`config.mk`:
```
export PLATFORM = sky130hd
export DESIGN_NAME = dragon_pursuit_fsm
export DESIGN_NICKNAME = d
export VERILOG_FILES = /design/src/rtl/dragon_pursuit_fsm.sv
export SDC_FILE = /design/constraint.sdc
export NUM_CORES = 1
export LEC_CHECK = 0
export CORE_MARGIN = 2
export CORE_UTILIZATION = 55
export DETAILED_ROUTE_END_ITERATION = 12
export PLACE_DENSITY_LB_ADDON = 0.05
export SKIP_CTS_REPAIR_TIMING = 1
export SYNTH_ARGS = -nofsm -noshare
export SYNTH_HDL_FRONTEND = slang
export SYNTH_SLANG_ARGS = --single-unit
```
`constraint.sdc`:
```
create_clock -name frame_clk -period 9.95 [get_ports frame_clk]
set_clock_uncertainty 0.15 [all_clocks]
set_input_delay 1.99 -clock frame_clk [delete_from_list [all_inputs] [get_ports frame_clk]]
set_output_delay 1.99 -clock frame_clk [all_outputs]
set_load 0.005 [all_outputs]
```
`src/rtl/dragon_pursuit_fsm.sv`:
```
// Dragon head behaviour FSM and tile movement engine for the playfield.
// One update per enabled frame_clk edge; every output comes straight from a register.
module dragon_pursuit_fsm #(
  parameter int                     COORD_W   = 4,
  parameter int                     LEN_W     = 4,
  parameter int                     MAX_LEN   = 15,
  parameter int                     INIT_LEN  = 3,
  parameter int                     STEP_DIV  = 4,
  parameter logic [2*COORD_W-1:0]   RESET_POS = 8'h88,
  parameter logic [15:0]            LFSR_SEED = 16'hACE1
) (
  input  logic                   frame_clk,
  input  logic                   rst_n,
  input  logic                   enable,
  input  logic [2*COORD_W-1:0]   player_pos,
  input  logic [2*COORD_W-1:0]   sheep_pos,
  input  logic                   dragon_hurt,
  output logic [2*COORD_W-1:0]   head_pos,
  output logic [1:0]             head_dir,
  output logic [LEN_W-1:0]       body_len,
  output logic [1:0]             state,
  output logic                   move_strobe,
  output logic                   sheep_eaten,
  output logic                   player_hit
);

  localparam int PW    = 2 * COORD_W;
  localparam int CNT_W = (STEP_DIV > 1) ? $clog2(STEP_DIV) : 1;

  localparam logic [1:0] DIR_UP    = 2'd0;
  localparam logic [1:0] DIR_RIGHT = 2'd1;
  localparam logic [1:0] DIR_DOWN  = 2'd2;
  localparam logic [1:0] DIR_LEFT  = 2'd3;

  typedef enum logic [1:0] {
    CONTEST = 2'd0,
    RETREAT = 2'd1,
    SCATTER = 2'd2,
    DEAD    = 2'd3
  } state_t;

  function automatic logic [COORD_W-1:0] abs_diff(input logic [COORD_W-1:0] a,
                                                  input logic [COORD_W-1:0] b);
    return (a > b) ? (a - b) : (b - a);
  endfunction

  function automatic logic [COORD_W:0] manhattan(input logic [PW-1:0] p,
                                                 input logic [PW-1:0] q);
    return {1'b0, abs_diff(p[PW-1:COORD_W], q[PW-1:COORD_W])} +
           {1'b0, abs_diff(p[COORD_W-1:0], q[COORD_W-1:0])};
  endfunction

  // Corners are scanned in tie-break order; only a strictly larger distance displaces the earlier one.
  function automatic logic [PW-1:0] far_corner(input logic [PW-1:0] p);
    logic [PW-1:0]      best;
    logic [PW-1:0]      cand;
    logic [COORD_W:0]   best_d;
    logic [COORD_W:0]   d;
    logic [COORD_W-1:0] lo;
    logic [COORD_W-1:0] hi;
    lo     = {COORD_W{1'b0}};
    hi     = {COORD_W{1'b1}};
    best   = {lo, lo};
    best_d = manhattan(p, best);
    for (int i = 1; i < 4; i++) begin
      cand = {(i[1] ? hi : lo), (i[0] ? hi : lo)};
      d    = manhattan(p, cand);
      if (d > best_d) begin
        best   = cand;
        best_d = d;
      end else begin
        best   = best;
      end
    end
    return best;
  endfunction

  state_t             state_r, state_s;
  logic [PW-1:0]      head_r, head_s, target_r, target_s;
  logic [1:0]         dir_r, dir_s;
  logic [LEN_W-1:0]   len_r, len_s;
  logic [CNT_W-1:0]   cnt_r, cnt_s;
  logic [15:0]        lfsr_r, lfsr_s;
  logic               strobe_r, strobe_s, eaten_r, eaten_s, hit_r, hit_s;

  logic               step_edge_s, lfsr_fb_s, move_valid_s;
  logic [PW-1:0]      chase_s, move_head_s;
  logic [1:0]         move_dir_s;
  logic [COORD_W-1:0] hx_s, hy_s, tx_s, ty_s, dx_s, dy_s;

  assign step_edge_s = (cnt_r == CNT_W'(STEP_DIV - 1));
  assign lfsr_fb_s   = lfsr_r[15] ^ lfsr_r[13] ^ lfsr_r[12] ^ lfsr_r[10];
  assign hx_s        = head_r[COORD_W-1:0];
  assign hy_s        = head_r[PW-1:COORD_W];
  assign tx_s        = chase_s[COORD_W-1:0];
  assign ty_s        = chase_s[PW-1:COORD_W];
  assign dx_s        = abs_diff(hx_s, tx_s);
  assign dy_s        = abs_diff(hy_s, ty_s);

  // Target selection: live nearest-of-two in CONTEST (tie -> sheep), latched target otherwise.
  always_comb begin
    chase_s = target_r;
    if (state_r == CONTEST) begin
      chase_s = (manhattan(head_r, player_pos) < manhattan(head_r, sheep_pos)) ?
                player_pos : sheep_pos;
    end else begin
      chase_s = target_r;
    end
  end

  // Single-tile step along the axis with the larger gap; equal gaps resolve to X.
  always_comb begin
    move_head_s  = head_r;
    move_dir_s   = dir_r;
    move_valid_s = 1'b0;
    if (dy_s > dx_s) begin
      move_valid_s = 1'b1;
      if (ty_s > hy_s) begin
        move_head_s = {hy_s + COORD_W'(1), hx_s};
        move_dir_s  = DIR_DOWN;
      end else begin
        move_head_s = {hy_s - COORD_W'(1), hx_s};
        move_dir_s  = DIR_UP;
      end
    end else if (dx_s != {COORD_W{1'b0}}) begin
      move_valid_s = 1'b1;
      if (tx_s > hx_s) begin
        move_head_s = {hy_s, hx_s + COORD_W'(1)};
        move_dir_s  = DIR_RIGHT;
      end else begin
        move_head_s = {hy_s, hx_s - COORD_W'(1)};
        move_dir_s  = DIR_LEFT;
      end
    end else begin
      move_valid_s = 1'b0;
    end
  end

  // Next-state logic: hurt outranks stepping; DEAD only leaves through rst_n.
  always_comb begin
    state_s  = state_r;
    head_s   = head_r;
    target_s = target_r;
    dir_s    = dir_r;
    len_s    = len_r;
    cnt_s    = cnt_r;
    lfsr_s   = lfsr_r;
    strobe_s = 1'b0;
    eaten_s  = 1'b0;
    hit_s    = 1'b0;
    if (enable) begin
      lfsr_s = {lfsr_r[14:0], lfsr_fb_s};
      cnt_s  = step_edge_s ? {CNT_W{1'b0}} : cnt_r + CNT_W'(1);
      if (state_r == DEAD) begin
        state_s = DEAD;
      end else if (dragon_hurt) begin
        len_s = len_r - LEN_W'(1);
        if (len_r == LEN_W'(1)) begin
          state_s = DEAD;
        end else begin
          state_s  = RETREAT;
          target_s = far_corner(player_pos);
        end
      end else if (step_edge_s) begin
        head_s   = move_head_s;
        dir_s    = move_dir_s;
        strobe_s = move_valid_s;
        case (state_r)
          CONTEST: begin
            if (move_head_s == player_pos) begin
              hit_s    = 1'b1;
              state_s  = SCATTER;
              target_s = lfsr_r[PW-1:0];
            end else if (move_head_s == sheep_pos) begin
              eaten_s  = 1'b1;
              state_s  = SCATTER;
              target_s = lfsr_r[PW-1:0];
              len_s    = (len_r >= LEN_W'(MAX_LEN)) ? len_r : len_r + LEN_W'(1);
            end else begin
              state_s = CONTEST;
            end
          end
          RETREAT, SCATTER: state_s = (move_head_s == target_r) ? CONTEST : state_r;
          default:          state_s = state_r;
        endcase
      end else begin
        state_s = state_r;
      end
    end else begin
      state_s = state_r;
    end
  end

  // State and output registers.
  always_ff @(posedge frame_clk or negedge rst_n) begin
    if (!rst_n) begin
      state_r  <= SCATTER;
      head_r   <= RESET_POS;
      target_r <= LFSR_SEED[PW-1:0];
      dir_r    <= DIR_UP;
      len_r    <= LEN_W'(INIT_LEN);
      cnt_r    <= {CNT_W{1'b0}};
      lfsr_r   <= LFSR_SEED;
      strobe_r <= 1'b0;
      eaten_r  <= 1'b0;
      hit_r    <= 1'b0;
    end else begin
      state_r  <= state_s;
      head_r   <= head_s;
      target_r <= target_s;
      dir_r    <= dir_s;
      len_r    <= len_s;
      cnt_r    <= cnt_s;
      lfsr_r   <= lfsr_s;
      strobe_r <= strobe_s;
      eaten_r  <= eaten_s;
      hit_r    <= hit_s;
    end
  end

  assign head_pos    = head_r;
  assign head_dir    = dir_r;
  assign body_len    = len_r;
  assign state       = state_r;
  assign move_strobe = strobe_r;
  assign sheep_eaten = eaten_r;
  assign player_hit  = hit_r;

endmodule
```
==> impl_results.md, run 1 <==
- Sink count of the clock tree: 45
- Inserted Clock Buffers: 5
- Setup TNS: 0 ns
- DIE AREA: 12400 um2
- Reported max-cap violation count: 0
- Post-layout nets: 1003
- Worst slew pin tran: 1.09 ns
- Post-synth EDFFs: 0
- Via-to-Cell Ratio: 5.78
- Flops & latches, synth: 45
- Final Instance Area: slightly above 8000 um2
- H-Tree Level Count: 2
- Placed standard-cell area: approximately 7600 um2
- Final hold violation count: 0
- Instance count along the most critical hold path: 1
- Average wire per standard cell: ~18 um
- Most frequent cells in the layout: sky130_fd_sc_hd__buf_4, sky130_fd_sc_hd__ha_1, sky130_fd_sc_hd__inv_1, sky130_fd_sc_hd__a21oi_1, sky130_fd_sc_hd__nor2_1
- Met2 track utilization from global routing: 51.5%
- Worst Reg-to-Reg Cells: 44
- Reg2reg end: body_len[0]$_DFFE_PN1P_
- Global router's overall resource usage: about 28%
- Routing usage on met1: 35.3%
- Clock tree from TritonCTS: built
- Period minus WS final: 9.80 ns
- Capturing element type of the critical path: flop
- Total number of placement rows: 39
- Clock Latency Late Sink: 0.29 ns
- First-pass GRT wire length: 28.6 mm
- Cell chosen for the clock root: sky130_fd_sc_hd__clkbuf_16
- Worst R2R Setup Slack: roughly 1.1 ns
- Mapped Nets: 864
- Final period utilization: 98.5%
- Data required, critical path: 9.99 ns
- Syn Area/Cell: 8.82 um2
- GR Overflow Total: 0
- Min-delay src: head_dir[0]$_DFFE_PN0P_
- Relative area change from synthesis to final layout: 30.6%
- Via count: 5799
- DR iter-0 viols: 243
- Final-report max-slew violation count: 0
- Largest net degree at the start of global routing: 46
- Worst-path cell with the longest stage delay: sky130_fd_sc_hd__clkdlybuf4s50_1
- Count of unresolved DRC violations after routing: 0
- Fraction of registers with async set or reset after synthesis: 100%
- Core box area: roughly 11000 um2
- Horizontal die dimension: 111 um
- Number of distinct library cell variants in the gate-level netlist after synthesis: 58
- Final count of negative-setup-slack endpoints: 0
- Peak per-stage delay on the critical path: between 0.4 and 0.5 ns
- Port bufs: 38
- End point of the worst hold path: head_dir[0]$_DFFE_PN0P_
- Achievable clock frequency: 0.102 GHz
- First drt pass iteration count: 8
- Worst slack on hold paths: 0.327 ns
- Status: complete, no violations
- Setup crit start: player_pos[2]
- Routability Congestion: roughly 0.96
- Initial core utilization: 56.1%
- Worst rel slew slack: 27.2%
- Portion of the post-synthesis area used by sequential elements: 18.1%
- Predominant post-synthesis flop cell: sky130_fd_sc_hd__dfrtp_1
- Antenna violations before repair: 0
- Fraction of final layout cells sized beyond drive strength 1: 29.5%
- Worst setup path class: in -> reg
- Worst Setup Start Kind: input pin
- IO Count: 39
- Worst min-delay path class: reg -> reg
- Detailed placer's ending HPWL: around 14 mm
- Post-synthesis instance area: 6350 um2
- YS warnings: 0
- Drt total wl: 18.0 mm
- Vias in the first global route: 5925
- Largest buffer count on any clock path: 2
- Clock transition at the registers of the reported paths: 0.07 ns
- Arrival time at the worst endpoint: 9.84 ns
- Die Height: roughly 110 um
- Reg2reg start: head_pos[4]$_DFFE_PN0P_
- Max Fanout on Critical Path: 6
- Final antenna diode count: 0
- Gr busiest metal: met2
- Syn Inst Count: just over 700
- Commonest non-fill, non-tap cell in the layout: sky130_fd_sc_hd__buf_4
- Met3 routing resource usage after global routing: 2.45%
- Routed Antenna Nets: 0
registers in the layout, indices dropped and copies added (netlist names):
signal and count:
body_len 4, cnt_r 2, head_dir 2, head_pos 8, lfsr_r 16, move_strobe 1
player_hit 1, sheep_eaten 1, state 2, target_r 8
per-stage QoR:
stage                     utilization, %  instances  worst slack (ns)
after global routing                73.3       1003            -0.133
final                               73.3       1003             0.147
after detailed placement            67.3        983            -0.608
after global placement              67.3        983            -0.281
after floorplan                        -        720             0.252
after CTS                           68.8        991            -0.347
logic make-up (layout without fill, tap and decap cells):
kind of cell / count (synthesis) / count (layout) / synth area share, %
AO/OA/AOI/OAI: 186 / 186 / 19.4
AND/OR/NAND/NOR: 154 / 155 / 12.2
adder cells (fa/ha/maj): 124 / 124 / 26.8
buffers and inverters: 98 / 237 / 5.91
XOR/XNOR: 64 / 64 / 9.26
multiplexers: 49 / 49 / 8.43
flip-flops: 45 / 45 / 18.1
per-layer routing:
metal / vias to the layer above / part of all wire (%)
li1: 2793 / -
met1: 2812 / 42
met2: 143 / 50
met3: 51 / 3.3
met4: 0 / 3.9
met5: - / 0
critical path, delay by kind of cell:
kind | cells | cell delay [ns]
xor gates and xnor gates | 2 | 0.32
and+or+nand+nor | 6 | 0.64
AOI/OAI and AO/OA | 15 | 2.75
muxes | 3 | 0.82
adders and majority gates | 6 | 1.73
buffers and inverters | 9 | 1.59
cell type report:
class	instances	area (um2)
inverter	74	278
clock inverter	3	50.0
timing repair buffer	155	1300
multi-input combinational	578	5220
clock buffer	5	125
tap	143	179
fill	875	3030
sequential	45	1150
worst max path at each step:
stage	end	depth (start not counted)
after global routing	body_len[2]$_DFFE_PN0P_	41
after detailed placement	target_r[1]$_DFFE_PN0P_	38
after CTS	target_r[1]$_DFFE_PN0P_	38
after global placement	target_r[4]$_DFFE_PN0P_	39
after floorplan	target_r[1]$_DFFE_PN0P_	37
final	body_len[0]$_DFFE_PN1P_	41
cells in the mapped netlist, types with 5 or more instances:
master                       n  area (um2)
sky130_fd_sc_hd__o21a_1      6        45.0
sky130_fd_sc_hd__xnor2_1    46         403
sky130_fd_sc_hd__a21o_1     33         248
sky130_fd_sc_hd__xor2_1     16         140
sky130_fd_sc_hd__a21oi_1    67         335
sky130_fd_sc_hd__and3_1      7        43.8
sky130_fd_sc_hd__a31oi_1     5        31.3
sky130_fd_sc_hd__nor2b_1    11        68.8
sky130_fd_sc_hd__mux2i_1    19         190
sky130_fd_sc_hd__inv_1      74         278
sky130_fd_sc_hd__nor3_1      7        35.0
sky130_fd_sc_hd__nand3_1     9        45.0
sky130_fd_sc_hd__dfstp_2    17         447
sky130_fd_sc_hd__o21ai_0    37         185
sky130_fd_sc_hd__o211ai_1    5        37.5
sky130_fd_sc_hd__dfrtp_1    28         701
sky130_fd_sc_hd__ha_1      104        1300
sky130_fd_sc_hd__nand2b_1   11        68.8
sky130_fd_sc_hd__nand2_1    31         116
sky130_fd_sc_hd__fa_1       20         400
sky130_fd_sc_hd__or3_1       5        31.3
sky130_fd_sc_hd__clkbuf_1   21        78.8
sky130_fd_sc_hd__nand3b_1    5        37.5
sky130_fd_sc_hd__a211oi_1    7        52.6
sky130_fd_sc_hd__mux2_2     28         315
sky130_fd_sc_hd__nor2_1     49         184
Power of run 1 is left out: the tool's default activity adds up to more than one toggle a clock period on the data nets, which glitch-free logic cannot reach.
==> run 2: changes to the inputs <==
Settings changed: CORE_UTILIZATION 55 to 25.
==> impl_results.md, run 2 (synthesized netlist as in run 1, its figures left out) <==
- Fraction of final layout cells sized beyond drive strength 1: 30.2%
- Relative area change from synthesis to final layout: 35.7%
- Global router's overall resource usage: 15.7%
- Met2 track utilization from global routing: approximately 27%
- Routing usage on met1: between 20% and 30%
- Number of placed cells counting well taps: 1193
- Met3 routing resource usage after global routing: 1.09%
- Reported max-cap violation count: 0
- Antenna violations before repair: 0
- Final-report max-slew violation count: 0
- Min-delay src: lfsr_r[1]$_DFFE_PN0P_
- Worst-path cell with the longest stage delay: sky130_fd_sc_hd__clkdlybuf4s50_1
- Drt total wl: just over 20 mm
- Initial core utilization: 25.4%
- Detailed placer's ending HPWL: 16.6 mm
- Post-layout nets: 1018
- Largest net degree at the start of global routing: 46
- Period minus WS final: 9.56 ns
- Routed Antenna Nets: 0
- Placed standard-cell area: 8020 um2
- End point of the worst hold path: lfsr_r[2]$_DFFE_PN0P_
- Gr busiest metal: met2
- Reg2reg start: head_pos[0]$_DFFE_PN0P_
- Clock transition at the registers of the reported paths: approximately 0.060 ns
- Inserted Clock Buffers: 5
- Average wire per standard cell: 17.0 um
- DR iter-0 viols: 152
- Worst setup path class: in -> reg
- Final count of negative-setup-slack endpoints: 0
- Total number of placement rows: 58
- Largest register FFs: 16
- Routability Congestion: around 0.84
- Vias in the first global route: 5863
- Data required, critical path: 9.96 ns
- Cell chosen for the clock root: sky130_fd_sc_hd__clkbuf_16
- Worst R2R Setup Slack: 1.53 ns
- Core box area: 25000 um2
- Count of unresolved DRC violations after routing: 0
- H-Tree Level Count: 2
- Status: complete, no violations
- Max Fanout on Critical Path: 5
- Achievable clock frequency: around 0.10 GHz
- Final period utilization: between 90% and 100%
- Worst path bufs/invs: 11
- Final hold violation count: 0
- Path length in cells of the critical path: 40
- IO Count: 39
- Via-to-Cell Ratio: 4.65
- Reg2reg end: body_len[2]$_DFFE_PN0P_
- Final Instance Area: around 8600 um2
- Clock tree from TritonCTS: built
- Worst rel slew slack: between 30% and 40%
- Sink count of the clock tree: 45
- Clock Latency Late Sink: 0.29 ns
- Worst min-delay path class: reg -> reg
- Die Height: 163 um
- Final antenna diode count: 0
- Largest buffer count on any clock path: 2
- Worst slack on hold paths: around 0.33 ns
- Port bufs: 38
- Worst Reg-to-Reg Cells: 44
- Instance count along the most critical hold path: 2
- Arrival time at the worst endpoint: 9.58 ns
- Commonest non-fill, non-tap cell in the layout: sky130_fd_sc_hd__buf_4
- GR Overflow Total: 0
- Final standard cell count with taps included and fillers excluded: 1205
- Top cell family by delay on the critical path: compound AO/OA/AOI/OAI gates
- DIE AREA: 26700 um2
- First drt pass iteration count: 5
- Cell occurring most often along the worst timing path: sky130_fd_sc_hd__buf_4
- Worst slew pin tran: 1.05 ns
- Via count: 5600
- Worst Setup Start Kind: input pin
- Register bank with the most flops: lfsr_r
- Capturing element type of the critical path: flop
- Most frequent cells in the layout: sky130_fd_sc_hd__buf_4, sky130_fd_sc_hd__ha_1, sky130_fd_sc_hd__inv_1, sky130_fd_sc_hd__a21oi_1, sky130_fd_sc_hd__nor2_1
- Peak per-stage delay on the critical path: 0.50 ns
- Horizontal die dimension: 163 um
- First-pass GRT wire length: 32.5 mm
## run 2: per-stage QoR
| stage | setup slack (ns) | util, % | setup TNS (ns) |
|---|---|---|---|
| finish | 0.386 | 34.4 | 0 |
| global placement | -0.878 | 32.0 | -12.20 |
| global route | -0.0277 | 34.4 | -0.146 |
| CTS | -0.607 | 32.7 | -7.82 |
| detailed placement | -0.879 | 32.0 | -12.15 |
| floorplan | 0.252 | - | 0 |
## run 2: worst max-delay path by stage
stage          slack (ns)                      end     startpoint
4_1_cts             -0.61  body_len[2]$_DFFE_PN0P_  player_pos[0]
6_report             0.39  body_len[2]$_DFFE_PN0P_  player_pos[3]
3_3_place_gp        -0.88  body_len[2]$_DFFE_PN0P_  player_pos[0]
5_1_grt             -0.03  target_r[1]$_DFFE_PN0P_  player_pos[3]
2_1_floorplan        0.25  target_r[1]$_DFFE_PN0P_  player_pos[5]
3_5_place_dp        -0.88  body_len[2]$_DFFE_PN0P_  player_pos[0]
## run 2: routing by layer
metal	share of wire (%)	vias up
met2	47	82
met3	2.2	21
li1	-	2822
met1	48	2675
met5	0	-
met4	1.9	0
## run 2: final cells by class
type / count / area [um2]
Sequential cell: 45 / 1150
Multi-Input combinational cell: 578 / 5200
Clock buffer: 6 / 129
Clock inverter: 2 / 35.0
Fill cell: 2606 / 16400
Timing Repair Buffer: 170 / 1410
Tap cell: 330 / 413
Inverter: 74 / 278
## run 2: tightest hold or removal path: stages, from the launching register on
cell and delay [ns]:
sky130_fd_sc_hd__dfrtp_1 0.34, sky130_fd_sc_hd__nand2_1 0.04, sky130_fd_sc_hd__o21ai_0 0.06
Power of run 2 is left out for the same reason.
==> run 3: changes to the inputs <==
Settings changed: CTS_CLUSTER_SIZE from default to 25, MAX_ROUTING_LAYER from default to met4.
Clock period 9.95 ns to 11 ns, I/O delays scaled along.
==> impl_results.md, run 3 (synthesized netlist as in run 1, its figures left out) <==
- Status: complete, no violations
- Global router's overall resource usage: around 16%
- Worst Reg-to-Reg Cells: 38
- Most frequent cells in the layout: sky130_fd_sc_hd__ha_1, sky130_fd_sc_hd__inv_1, sky130_fd_sc_hd__a21oi_1, sky130_fd_sc_hd__buf_4, sky130_fd_sc_hd__nor2_1
- Worst slew pin tran: 1.07 ns
- Cell occurring most often along the worst timing path: sky130_fd_sc_hd__a21oi_1
- Port bufs: 38
- Max Fanout on Critical Path: 8
- Cell chosen for the clock root: sky130_fd_sc_hd__clkbuf_16
- Fraction of final layout cells sized beyond drive strength 1: between 15 and 20%
- Drt total wl: between 15 and 20 mm
- Setup TNS: 0 ns
- Routability Congestion: 0.871
- First drt pass iteration count: 4
- Worst Setup Start Kind: input pin
- Clock Latency Late Sink: 0.29 ns
- Final count of negative-setup-slack endpoints: 0
- Worst setup path class: in -> reg
- Arrival time at the worst endpoint: 10.46 ns
- Instance count along the most critical hold path: 2
- Final-report max-slew violation count: 0
- Via count: 5278
- Via-to-Cell Ratio: 4.65
- Routing usage on met1: 21.2%
- Clock tree from TritonCTS: built
- Routed Antenna Nets: 0
- Final Instance Area: 7740 um2
- Largest net degree at the start of global routing: 46
- Antenna violations before repair: 0
- Reported max-cap violation count: 0
- Count of unresolved DRC violations after routing: 0
- DIE AREA: 26700 um2
- Sink count of the clock tree: 45
- Post-Place Worst Slack: 0.0252 ns
- First-pass GRT wire length: 31.4 mm
- Largest buffer count on any clock path: 2
- Met3 routing resource usage after global routing: about 1.3%
- Post-route worst setup slack: 0.574 ns
- Vias in the first global route: 5544
- Inserted Clock Buffers: 5
- RSZ-0062 raised after global routing: false
- Worst rel slew slack: between 20% and 30%
- Relative area change from synthesis to final layout: 21.8%
- End point of the worst hold path: lfsr_r[4]$_DFFE_PN0P_
- Total number of placement rows: 58
- Reg2reg start: head_pos[4]$_DFFE_PN0P_
- Final period utilization: 94.8%
- Worst R2R Setup Slack: 1.74 ns
- Initial core utilization: 25.4%
- H-Tree Level Count: 2
- Data required, critical path: 11.03 ns
- Achievable clock frequency: around 0.096 GHz
- Worst min-delay path class: reg -> reg
- Die Height: 163 um
- Horizontal die dimension: 163 um
- Peak per-stage delay on the critical path: 0.49 ns
- DR iter-0 viols: 219
- Gr busiest metal: met2
- Detailed placer's ending HPWL: 16.3 mm
- Met2 track utilization from global routing: between 20% and 30%
- Core box area: 25000 um2
- Average wire per standard cell: 17.4 um
- GR Overflow Total: 0
- Worst-path cell with the longest stage delay: sky130_fd_sc_hd__clkdlybuf4s50_1
- IO Count: 39
- Final hold violation count: 0
- Capturing element type of the critical path: flop
- Fill cell total of the finished layout: 2666
- Placed standard-cell area: 7530 um2
- Clock transition at the registers of the reported paths: 0.07 ns
- Register bank with the most flops: lfsr_r
- Largest register FFs: 16
- Min-delay src: lfsr_r[3]$_DFFE_PN0P_
- Commonest non-fill, non-tap cell in the layout: sky130_fd_sc_hd__ha_1
- Period minus WS final: between 10 and 15 ns
- Final antenna diode count: 0
- Reg2reg end: target_r[1]$_DFFE_PN0P_
- Post-layout nets: 948
[run 3: changes by cell type in the layout (fill, tap and decap cells not counted), sizes merged]
cell,delta
buf,-69
clkdlybuf4s50,+11
dlymetal6s2s,-11
inv,+1
clkinvlp,+1
bufinv,-1
nand2b,-1
clkbuf,-1
[run 3: cell type report]
type	count	area [um2]	share of cell area (%)
inverter	74	278	3.59
clock buffer	5	125	1.62
timing repair buffer	101	876	11.3
clock inverter	3	25.0	0.323
tap	330	413	5.34
sequential	45	1150	14.8
multi-input combinational	577	4870	63.0
[run 3: routing by layer]
metal / wire length (um) / share of wire, %
met1: 9520 / 48
met2: 9300 / 47
met3: 621 / 3.1
met4: 303 / 1.5
met5: 0 / 0
[run 3: metrics by stage]
step	instances	util [%]	hold slack, ns
finish	1135	30.9	0.324
detailed placement	1126	30.1	0.335
floorplan	720	-	0.300
global route	1135	30.9	0.372
CTS	1134	30.7	0.331
global placement	1126	30.1	0.324
[run 3: how the worst max path moves through the flow]
stage                  start  depth (start not counted)                       to  slack [ns]
2_1_floorplan  player_pos[5]                         37  target_r[1]$_DFFE_PN0P_        1.09
6_report        sheep_pos[0]                         39  target_r[1]$_DFFE_PN0P_        0.57
3_5_place_dp   player_pos[0]                         39  target_r[1]$_DFFE_PN0P_        0.03
5_1_grt         sheep_pos[0]                         41  body_len[3]$_DFFE_PN0P_      0.0009
4_1_cts        player_pos[0]                         39  target_r[1]$_DFFE_PN0P_        0.29
3_3_place_gp    sheep_pos[1]                         38  target_r[1]$_DFFE_PN0P_        0.12
[run 3: worst max-delay path: cells and delay by family]
| kind | cells | cell delay [ns] |
|---|---|---|
| compound gates | 13 | 2.10 |
| fa+ha+maj | 6 | 1.84 |
| buf+inv | 6 | 1.28 |
| xor+xnor | 2 | 0.42 |
| simple gates | 9 | 1.89 |
| mux | 3 | 0.69 |
Power of run 3 is left out for the same reason.
